--- src/rtl/uart_frame_assembler_if.sv ---
// Byte-request, bin-write and frame handshake bundle for uart_frame_assembler.
// master = assembler side, slave = reader / buffer / inference-core side.
interface uart_frame_assembler_if #(
   parameter int ADDR_W = 10,
   parameter int BIN_W  = 16
);
   logic              read_signal;
   logic              read_valid;
   logic [7:0]        read_data_AXI;
   logic              bin_wr_en;
   logic [ADDR_W-1:0] bin_wr_addr;
   logic [BIN_W-1:0]  bin_wr_data;
   logic              frame_ready;
   logic              frame_ack;
   logic              frame_err;

   modport master (
      output read_signal, bin_wr_en, bin_wr_addr, bin_wr_data, frame_ready, frame_err,
      input  read_valid, read_data_AXI, frame_ack
   );

   modport slave (
      input  read_signal, bin_wr_en, bin_wr_addr, bin_wr_data, frame_ready, frame_err,
      output read_valid, read_data_AXI, frame_ack
   );
endinterface

--- src/rtl/uart_frame_assembler.sv ---
// Hunts SYNC_BYTE, packs little-endian byte pairs into bins and hands the frame to the core.
// Define UART_FRAME_CHECKSUM_EN to add a trailing XOR checksum byte (CHK state).
//
// state | meaning
// IDLE  | one-cycle pause after reset or ack before hunting
// SYNC  | requesting bytes until SYNC_BYTE is seen
// LO    | waiting for the low byte of the current bin
// HI    | waiting for the high byte; the bin is written the cycle after it arrives
// CHK   | waiting for the trailing checksum byte (checksum build only)
// DONE  | frame_ready held until frame_ack
module uart_frame_assembler #(
   parameter int         NUM_BINS  = 1024,
   parameter int         ADDR_W    = 10,
   parameter int         BIN_W     = 16,
   parameter logic [7:0] SYNC_BYTE = 8'hA5,
   parameter int         TIMEOUT   = 100000
) (
   input logic                     clk,
   input logic                     rst,
   uart_frame_assembler_if.master  fa_if
);
   localparam int TMO_W = $clog2(TIMEOUT + 1);
   localparam logic [2:0] S_IDLE = 3'd0;
   localparam logic [2:0] S_SYNC = 3'd1;
   localparam logic [2:0] S_LO   = 3'd2;
   localparam logic [2:0] S_HI   = 3'd3;
   localparam logic [2:0] S_DONE = 3'd5;
`ifdef UART_FRAME_CHECKSUM_EN
   localparam logic [2:0] S_CHK  = 3'd4;
`endif
   localparam logic [ADDR_W-1:0] LAST_IDX = ADDR_W'(NUM_BINS - 1);

   logic [2:0]        state_q, state_d;
   logic [ADDR_W-1:0] idx_q, idx_d;
   logic [7:0]        lo_q, lo_d;
   logic [TMO_W-1:0]  tmo_q, tmo_d;
   logic              pend_q, pend_d;
   logic              rs_q, rs_d;
   logic              wr_en_q, wr_en_d;
   logic [ADDR_W-1:0] wr_addr_q, wr_addr_d;
   logic [BIN_W-1:0]  wr_data_q, wr_data_d;
   logic              rdy_q, rdy_d;
   logic              err_q, err_d;
`ifdef UART_FRAME_CHECKSUM_EN
   logic [7:0]        csum_q, csum_d;
`endif
   logic              outstanding, take, timed, expire;
   logic [7:0]        byte_in;

   assign byte_in = fa_if.read_data_AXI;

   always_comb begin
      state_d   = state_q;
      idx_d     = idx_q;
      lo_d      = lo_q;
      tmo_d     = tmo_q;
      wr_addr_d = wr_addr_q;
      wr_data_d = wr_data_q;
      rdy_d     = rdy_q;
      rs_d      = 1'b0;
      wr_en_d   = 1'b0;
      err_d     = 1'b0;
`ifdef UART_FRAME_CHECKSUM_EN
      csum_d    = csum_q;
`endif
      // A request is live from its pulse until the matching read_valid.
      outstanding = rs_q | pend_q;
      take        = fa_if.read_valid & outstanding;
      pend_d      = outstanding & ~take;

      timed = (state_q == S_LO) || (state_q == S_HI);
`ifdef UART_FRAME_CHECKSUM_EN
      if (state_q == S_CHK) timed = 1'b1;
`endif
      if (fa_if.read_valid)
         tmo_d = TMO_W'(TIMEOUT - 1);
      else if (timed && tmo_q != '0)
         tmo_d = tmo_q - 1'b1;
      expire = timed && !fa_if.read_valid && (tmo_q == '0);

      case (state_q)
         S_IDLE: begin
            state_d = S_SYNC;
            rs_d    = 1'b1;
         end
         S_SYNC: if (take) begin
            rs_d = 1'b1;
            if (byte_in == SYNC_BYTE) begin
               state_d = S_LO;
               idx_d   = '0;
`ifdef UART_FRAME_CHECKSUM_EN
               csum_d  = '0;
`endif
            end
         end
         S_LO: if (take) begin
            lo_d    = byte_in;
            state_d = S_HI;
            rs_d    = 1'b1;
`ifdef UART_FRAME_CHECKSUM_EN
            csum_d  = csum_q ^ byte_in;
`endif
         end
         S_HI: if (take) begin
            wr_en_d   = 1'b1;
            wr_addr_d = idx_q;
            wr_data_d = BIN_W'({byte_in, lo_q});
            idx_d     = idx_q + 1'b1;
`ifdef UART_FRAME_CHECKSUM_EN
            csum_d    = csum_q ^ byte_in;
`endif
            if (idx_q == LAST_IDX) begin
`ifdef UART_FRAME_CHECKSUM_EN
               state_d = S_CHK;
               rs_d    = 1'b1;
`else
               state_d = S_DONE;
`endif
            end else begin
               state_d = S_LO;
               rs_d    = 1'b1;
            end
         end
`ifdef UART_FRAME_CHECKSUM_EN
         S_CHK: if (take) begin
            if (byte_in == csum_q) begin
               state_d = S_DONE;
               rdy_d   = 1'b1;
            end else begin
               state_d = S_SYNC;
               err_d   = 1'b1;
               rs_d    = 1'b1;
            end
         end
`endif
         S_DONE: begin
            if (rdy_q && fa_if.frame_ack) begin
               rdy_d   = 1'b0;
               state_d = S_IDLE;
            end else begin
               rdy_d = 1'b1;
            end
         end
         default: state_d = S_IDLE;
      endcase

      // Abandon the partial frame; the stale request is dropped and a fresh one issued.
      if (expire) begin
         state_d = S_SYNC;
         err_d   = 1'b1;
         rs_d    = 1'b1;
         pend_d  = 1'b0;
      end
   end

   always_ff @(posedge clk or posedge rst) begin
      if (rst) begin
         state_q   <= S_IDLE;
         idx_q     <= '0;
         lo_q      <= '0;
         tmo_q     <= '0;
         pend_q    <= 1'b0;
         rs_q      <= 1'b0;
         wr_en_q   <= 1'b0;
         wr_addr_q <= '0;
         wr_data_q <= '0;
         rdy_q     <= 1'b0;
         err_q     <= 1'b0;
`ifdef UART_FRAME_CHECKSUM_EN
         csum_q    <= '0;
`endif
      end else begin
         state_q   <= state_d;
         idx_q     <= idx_d;
         lo_q      <= lo_d;
         tmo_q     <= tmo_d;
         pend_q    <= pend_d;
         rs_q      <= rs_d;
         wr_en_q   <= wr_en_d;
         wr_addr_q <= wr_addr_d;
         wr_data_q <= wr_data_d;
         rdy_q     <= rdy_d;
         err_q     <= err_d;
`ifdef UART_FRAME_CHECKSUM_EN
         csum_q    <= csum_d;
`endif
      end
   end

   assign fa_if.read_signal = rs_q;
   assign fa_if.bin_wr_en   = wr_en_q;
   assign fa_if.bin_wr_addr = wr_addr_q;
   assign fa_if.bin_wr_data = wr_data_q;
   assign fa_if.frame_ready = rdy_q;
   assign fa_if.frame_err   = err_q;
endmodule
--- src/flat_wrapper.sv ---
// flat-port wrapper written by rule: the top's interface ports become plain ports
module uart_frame_assembler_flat 
#(
   parameter int         NUM_BINS  = 1024,
   parameter int         ADDR_W    = 10,
   parameter int         BIN_W     = 16,
   parameter logic [7:0] SYNC_BYTE = 8'hA5,
   parameter int         TIMEOUT   = 100000
)
  (clk, rst, fa_if_read_signal, fa_if_bin_wr_en, fa_if_bin_wr_addr, fa_if_bin_wr_data, fa_if_frame_ready, fa_if_frame_err, fa_if_read_valid, fa_if_read_data_AXI, fa_if_frame_ack);
  uart_frame_assembler_if #(.ADDR_W(ADDR_W), .BIN_W(BIN_W)) fa_if_i ();
  input logic clk;
  input logic rst;
  output wire logic [$bits(fa_if_i.read_signal)-1:0] fa_if_read_signal;
  output wire logic [$bits(fa_if_i.bin_wr_en)-1:0] fa_if_bin_wr_en;
  output wire logic [$bits(fa_if_i.bin_wr_addr)-1:0] fa_if_bin_wr_addr;
  output wire logic [$bits(fa_if_i.bin_wr_data)-1:0] fa_if_bin_wr_data;
  output wire logic [$bits(fa_if_i.frame_ready)-1:0] fa_if_frame_ready;
  output wire logic [$bits(fa_if_i.frame_err)-1:0] fa_if_frame_err;
  input wire logic [$bits(fa_if_i.read_valid)-1:0] fa_if_read_valid;
  input wire logic [$bits(fa_if_i.read_data_AXI)-1:0] fa_if_read_data_AXI;
  input wire logic [$bits(fa_if_i.frame_ack)-1:0] fa_if_frame_ack;
  assign fa_if_read_signal = fa_if_i.read_signal;
  assign fa_if_bin_wr_en = fa_if_i.bin_wr_en;
  assign fa_if_bin_wr_addr = fa_if_i.bin_wr_addr;
  assign fa_if_bin_wr_data = fa_if_i.bin_wr_data;
  assign fa_if_frame_ready = fa_if_i.frame_ready;
  assign fa_if_frame_err = fa_if_i.frame_err;
  assign fa_if_i.read_valid = fa_if_read_valid;
  assign fa_if_i.read_data_AXI = fa_if_read_data_AXI;
  assign fa_if_i.frame_ack = fa_if_frame_ack;
  uart_frame_assembler #(.NUM_BINS(NUM_BINS), .ADDR_W(ADDR_W), .BIN_W(BIN_W), .SYNC_BYTE(SYNC_BYTE), .TIMEOUT(TIMEOUT)) u_core (.clk(clk), .rst(rst), .fa_if(fa_if_i));
endmodule
--- config.mk ---
export PLATFORM = sky130hd
export DESIGN_NAME = uart_frame_assembler_flat
export DESIGN_NICKNAME = d
export VERILOG_FILES = /design/src/rtl/uart_frame_assembler_if.sv /design/src/rtl/uart_frame_assembler.sv /design/src/flat_wrapper.sv
export SDC_FILE = /design/constraint.sdc
export NUM_CORES = 1
export LEC_CHECK = 0
export CORE_ASPECT_RATIO = 1.4
export CORE_UTILIZATION = 55
export CTS_BUF_LIST = sky130_fd_sc_hd__clkbuf_16
export DETAILED_ROUTE_END_ITERATION = 12
export DONT_BUFFER_PORTS = 1
export PLACE_DENSITY_LB_ADDON = 0.2
export RECOVER_POWER = 50
export SLEW_MARGIN = 20
export SYNTH_ARGS = -nofsm -noshare
export SYNTH_HDL_FRONTEND = slang
export SYNTH_SLANG_ARGS = --single-unit
--- constraint.sdc ---
create_clock -name clk -period 2.4 [get_ports clk]
set_clock_uncertainty 0.1 [all_clocks]
set_input_delay 0.12 -clock clk [delete_from_list [all_inputs] [get_ports clk]]
set_output_delay 0.12 -clock clk [all_outputs]
set_load 0.1 [all_outputs]
Yosys cells after proc, flatten, opt, wreduce, memory -nomap -nowiden
Cells that the tools add are included.
{ "totals": {"reg_bits": 69, "input_bits": 12, "out_inout_bits": 30, "elab_cells": 70} }
{ "op_classes": {"add_sub_neg": 2, "eq_ne": 14, "muxes": 23, "bitwise": 4, "reduce_logical": 16} }
{ "op_table": {"columns": ["operator", "count"], "rows": [
  ["2-to-1 mux 17 bit", 2],
  ["2-to-1 mux 10 bit", 3],
  ["2-to-1 mux 3 bit", 7],
  ["one-hot mux 10 bit (2 select lines)", 1],
  ["zero test 17 bit", 1],
  ["nonzero test 17 bit", 1],
  ["subtractor 17 x 1 -> 17 bit (second input constant)", 1],
  ["inequality test 3 x 1 -> 1 bit (second input constant)", 5],
  ["one-hot mux 3 bit (5 select lines)", 1],
  ["adder 10 x 1 -> 10 bit (second input constant)", 1],
  ["equality test 10 bit (second input constant)", 1],
  ["equality test 8 bit (second input constant)", 1],
  ["2-to-1 mux 1 bit", 8],
  ["equality test 3 x 2 -> 1 bit (second input constant)", 2],
  ["inequality test 2 x 1 -> 1 bit (second input constant)", 3],
  ["AND reduction 5 bit", 1],
  ["logical AND 1 bit", 4],
  ["AND reduction 2 bit", 2],
  ["AND reduction 4 bit", 1],
  ["nonzero test 2 bit", 2],
  ["equality test 3 x 1 -> 1 bit (second input constant)", 1],
  ["equality test 3 bit (second input constant)", 1],
  ["zero test 3 bit", 1],
  ["one-hot mux 1 bit (3 select lines)", 1],
  ["other kinds (6)", 7]
]} }

Logic depth before layout (Yosys ltp)
{ "depth": {"ltp_word": 6, "mapped_depth": 8, "mapped_depth_nobuf": 7} }

Worst setup path before layout
OpenSTA, ideal clock, no wires.
{ "synth_path": {"kind": "register to register", "startpoint": "register u_core.rs_q, in the netlist u_core.fa_if.read_signal", "endpoint": "register u_core.lo_q[0]", "setup_time_ns": 0.125, "arrival_time_ns": 2.109, "required_time_ns": 2.175, "slack_ns": 0.066, "path_stages_with_launch": 5, "path_buffers": 1, "period_less_slack_ns": 2.334, "path_cell_list": "dfrtp_1 o21ai_0 or3_1 clkbuf_1 mux2_2"} }
{ "synth_between": {"elab_chain_cells": 3} }
{ "synth_rtl": {"columns": ["item", "line", "source"], "rows": [
  ["from (decl)", "uart_frame_assembler.sv:38", "logic rs_q, rs_d;"],
  ["from (signal assigned)", "uart_frame_assembler.sv:178", "rs_q <= rs_d;"],
  ["bitwise OR 1 bit", "uart_frame_assembler.sv:67", "outstanding = rs_q | pend_q;"],
  ["bitwise AND 1 bit", "uart_frame_assembler.sv:68", "take = fa_if.read_valid & outstanding;"],
  ["AND reduction 2 bit (no source line)", null, null],
  ["to (signal assigned)", "uart_frame_assembler.sv:175", "lo_q <= lo_d;"],
  ["to (decl)", "uart_frame_assembler.sv:35", "logic [7:0] lo_q, lo_d;"]
]} }
Every way passes these cells.
A chain may end at the register's enable or synchronous reset.

Worst setup path in the final report
{ "layout_path": {"startpoint": "register u_core.state_q[1]", "endpoint": "register u_core.tmo_q[10]"} }
{ "layout_between": {"elab_chain_cells": 4, "word_cells_on_any_way": 5, "cone_classes": "2 x eq/ne; 3 x reduce/logical"} }
{ "layout_rtl": {"columns": ["item", "line", "source"], "rows": [
  ["from (decl)", "uart_frame_assembler.sv:33", "logic [2:0] state_q, state_d;"],
  ["from (signal assigned)", "uart_frame_assembler.sv:173", "state_q <= state_d;"],
  ["equality test 3 x 2 -> 1 bit", "uart_frame_assembler.sv:71", "timed = (state_q == S_LO) || (state_q == S_HI);"],
  ["logical OR 1 bit *", "uart_frame_assembler.sv:71", null],
  ["logical AND 1 bit *", "uart_frame_assembler.sv:77", "else if (timed && tmo_q != '0)"],
  ["nonzero test 2 bit (no source line) *", null, null],
  ["to (signal assigned)", "uart_frame_assembler.sv:176", "tmo_q <= tmo_d;"],
  ["to (decl)", "uart_frame_assembler.sv:36", "logic [TMO_W-1:0] tmo_q, tmo_d;"]
]} }
Every way passes the cells marked *; elsewhere a longest branch is shown, timed or not.

==> results by group <==
Status
  • Status: finished clean

Logic synthesis
  • Distinct cell type count after synthesis: roughly 50
  • Post-synth EDFFs: 0
  • Main synth FF type: dfrtp_1
  • Syn Inst Count: about 320
  • Register area share after synthesis: 0.546
  • Post-synthesis cell area: approximately 3200 sq um
  • Synth async-reset ratio: 1.00
  • #FFs+latches synth: between 60 and 70
  • Synth Net Count: around 330
  • YS warnings: 0
  • Mapped Avg Cell Area: between 9 and 10 sq um

Global routing
  • GR Layer Usage met1: 0.294
  • Global-route wire length before repair: roughly 12000 microns
  • Met2 Resource Use GR: 0.451
  • Total GRT Usage: 0.263
  • Global-route track usage on met3: 0.0858
  • Top Usage Layer GRT: met2
  • Vias in the first global route: approximately 2600
  • GRT overflow: 0
  • Largest net degree at the start of global routing: 36
  • Initial antenna violation count: 0

Drt
  • Initial drt markers: approximately 180
  • Post-route ant nets: 0
  • # DRC: 0
  • Routed wire per std cell: approximately 16 microns
  • WL final: 6850 microns
  • DR pass1 iterations: 4
  • Vias post-DR: 2390
  • DR vias/cell: approximately 5.5

Floorplan
  • Initial Utilization: 0.572
  • Number of core rows: 32
  • IO Pins: 42
  • Core Region: about 5500 sq um
  • Die Ht: 91.7 microns
  • Die width: about 66 microns
  • Die Footprint: 6060 sq um

Clock network
  • Cells resized by post-CTS repair: 0
  • CTS tree: built
  • Worst-Skew Late Latency: roughly 0.33 ns
  • Clk Tree Root Cell: clkbuf_16
  • Reg clk slew, reported paths: approximately 0.050 ns
  • Clk buf depth: 2
  • Post-CTS Setup Bufs: 0
  • Clk sinks: 69
  • CTS H-tree lvls: 3
  • Total CTS buffers: 9
  • Cts hold-fix bufs: 11

Placed design
  • Gpl congestion: 0.778
  • IO buf count: 0
  • DP HPWL: between 4000 and 5000 microns
  • Placed Area: ~3500 sq um

Finish
  • Cell area after layout: between 3000 and 4000 sq um
  • Share of cells above drive strength 1: 0.104
  • # fillers: between 400 and 500
  • Layout area overhead: 19.7%
  • Final net count: approximately 380
  • Most common cell after layout, fill and taps aside: nand2_1
  • Antenna cells: 0
  • Highest-count cells in the layout ignoring fill and taps: 95 x nand2_1, 69 x dfrtp_1, 28 x clkbuf_1, 19 x nor2_1, 11 x dlygate4sd3_1

Worst setup path
  • R2r setup slk: approximately 0.25 ns
  • Buf/Inv on CP: 0
  • R2R Path End: u_core.tmo_q[10]
  • Critical Path Source Type: flip-flop
  • Slowest CP cell: dfrtp_1
  • Setup crit end kind: flip-flop
  • CP max stage delay: ~0.55 ns
  • CP startpoint: u_core.state_q[1]
  • CP delay by family, top: simple AND/OR/NAND/NOR gates
  • Reg2reg path depth: 5
  • Critical path class: flip-flop to flip-flop
  • Critical R2R Launch: u_core.state_q[1]
  • Maximum fanout along the worst path: 11
  • CP arrival: roughly 2.3 ns
  • Worst-path cell chain: nor4b_2 > nand3_1 > nor4_1 > xnor2_1 > nand2b_1
  • Critical Path RT: 2.51 ns

STA
  • Final Hold Slack: approximately 0.037 ns
  • Tightest Pin Transition: around 1.3 ns
  • Max Fclk: around 460 MHz
  • Final setup violation count: 0
  • Min Tclk post-route: 2.15 ns
  • Hold Fails Final Rpt: 0
  • RSZ-0062 raised after global routing: no
  • Final Cycle Share: 0.897
  • Max_slew headroom: 0.120
  • Total Neg Setup Slack: 0 ns
  • Final max-slew violation count: 0

Pwr
  • Peak VDD IR: approximately 0.00055 V
  • PwrDens: roughly 1300 nW/um^2
  • Total Power: between 0.004 and 0.005 W
  • Static Leak: roughly 1.7 nW

Min path
  • WHS Endpoint: u_core.tmo_q[13]
  • Hold depth: 3
  • Hold path startpoint: fa_if_read_valid
  • Hold Crit Class: input port to flip-flop

Job
  • Max-cap check violation count: 0
==> state kept, by name, summed over array words and instances (netlist names) <==
register / cells
u_core.fa_if.bin_wr_addr: 10
u_core.fa_if.bin_wr_data: 16
u_core.fa_if.bin_wr_en: 1
u_core.fa_if.frame_err: 1
u_core.fa_if.frame_ready: 1
u_core.fa_if.read_signal: 1
u_core.idx_q: 10
u_core.lo_q: 8
u_core.pend_q: 1
u_core.state_q: 3
u_core.tmo_q: 17
==> power breakdown <==
group	internal (W)	switching, W	total, W
clock	0.00101	0.000488	0.00150
sequential	0.00144	0.000216	0.00166
combinational	0.000330	0.00150	0.00183
==> worst max-delay path by stage <==
| stage | to | slack [ns] | cells after the start |
|---|---|---|---|
| finish | u_core.tmo_q[10] | 0.25 | 5 |
| global route | u_core.tmo_q[12] | 0.06 | 5 |
| CTS | u_core.tmo_q[12] | 0.27 | 5 |
| detailed placement | u_core.state_q[1] | 0.28 | 5 |
| global placement | u_core.state_q[1] | 0.29 | 5 |
| floorplan | u_core.lo_q[0] | 0.07 | 4 |
==> routing by layer <==
layer / vias to the layer above / part of all wire / wire, microns
li1: 1167 / - / -
met1: 1158 / 0.40 / 2740
met2: 49 / 0.53 / 3620
met3: 16 / 0.048 / 326
met4: 0 / 0.023 / 160
met5: - / 0 / 0
==> cell families after synthesis <==
logic type | synth area share
adder cells (fa/ha/maj) | 0.0119
AO/OA/AOI/OAI | 0.0617
multiplexers | 0.0285
flip-flops | 0.546
AND/OR/NAND/NOR | 0.281
XOR/XNOR | 0.0471
buffers and inverters | 0.0237
==> worst register-to-register path, cell delays in order, from the launching register on <==
cell	delay, ns
dfrtp_1	0.55
nor4b_2	0.53
nand3_1	0.31
nor4_1	0.32
xnor2_1	0.16
nand2b_1	0.07
==> synth_stat cells (2+ instances only) <==
| library cell | count | area, sq um |
|---|---|---|
| o211ai_1 | 2 | 15.0 |
| o31ai_1 | 2 | 15.0 |
| ha_1 | 3 | 37.5 |
| nand4_1 | 4 | 25.0 |
| nor4b_1 | 2 | 17.5 |
| nand2_1 | 95 | 357 |
| xnor2_1 | 9 | 78.8 |
| nor4_4 | 2 | 42.5 |
| nor3_1 | 4 | 20.0 |
| and3_1 | 2 | 12.5 |
| nand2b_1 | 6 | 37.5 |
| a21oi_1 | 8 | 40.0 |
| nand3_1 | 9 | 45.0 |
| nor4bb_1 | 2 | 20.0 |
| nor4_1 | 4 | 25.0 |
| nor3b_1 | 2 | 15.0 |
| clkbuf_1 | 5 | 18.8 |
| inv_1 | 5 | 18.8 |
| xor2_1 | 8 | 70.1 |
| o21ai_0 | 7 | 35.0 |
| buf_2 | 6 | 30.0 |
| or3_1 | 5 | 31.3 |
| nand3b_1 | 5 | 37.5 |
| mux2_2 | 8 | 90.1 |
| nor4_2 | 2 | 25.0 |
| dfrtp_1 | 69 | 1730 |
| nor2_1 | 19 | 71.3 |
| a21o_1 | 2 | 15.0 |
==> metrics by stage <==
step	worst slack (ns)	util	std cells
after floorplan	0.0665	-	318
after global placement	0.288	0.625	407
after detailed placement	0.283	0.625	407
after CTS	0.267	0.706	434
after global routing	0.0592	0.685	434
final	0.248	0.685	434
==> final cells by class <==
type	count	area (sq um)	area share
Clock buffer	9	225	0.0595
Clock inverter	7	115	0.0304
Inverter	5	18.8	0.00496
Multi-Input combinational cell	232	1360	0.360
Sequential cell	69	1730	0.456
Tap cell	68	85.1	0.0225
Timing Repair Buffer	44	253	0.0668
No activity file was read; power rests on OpenSTA's default activity.
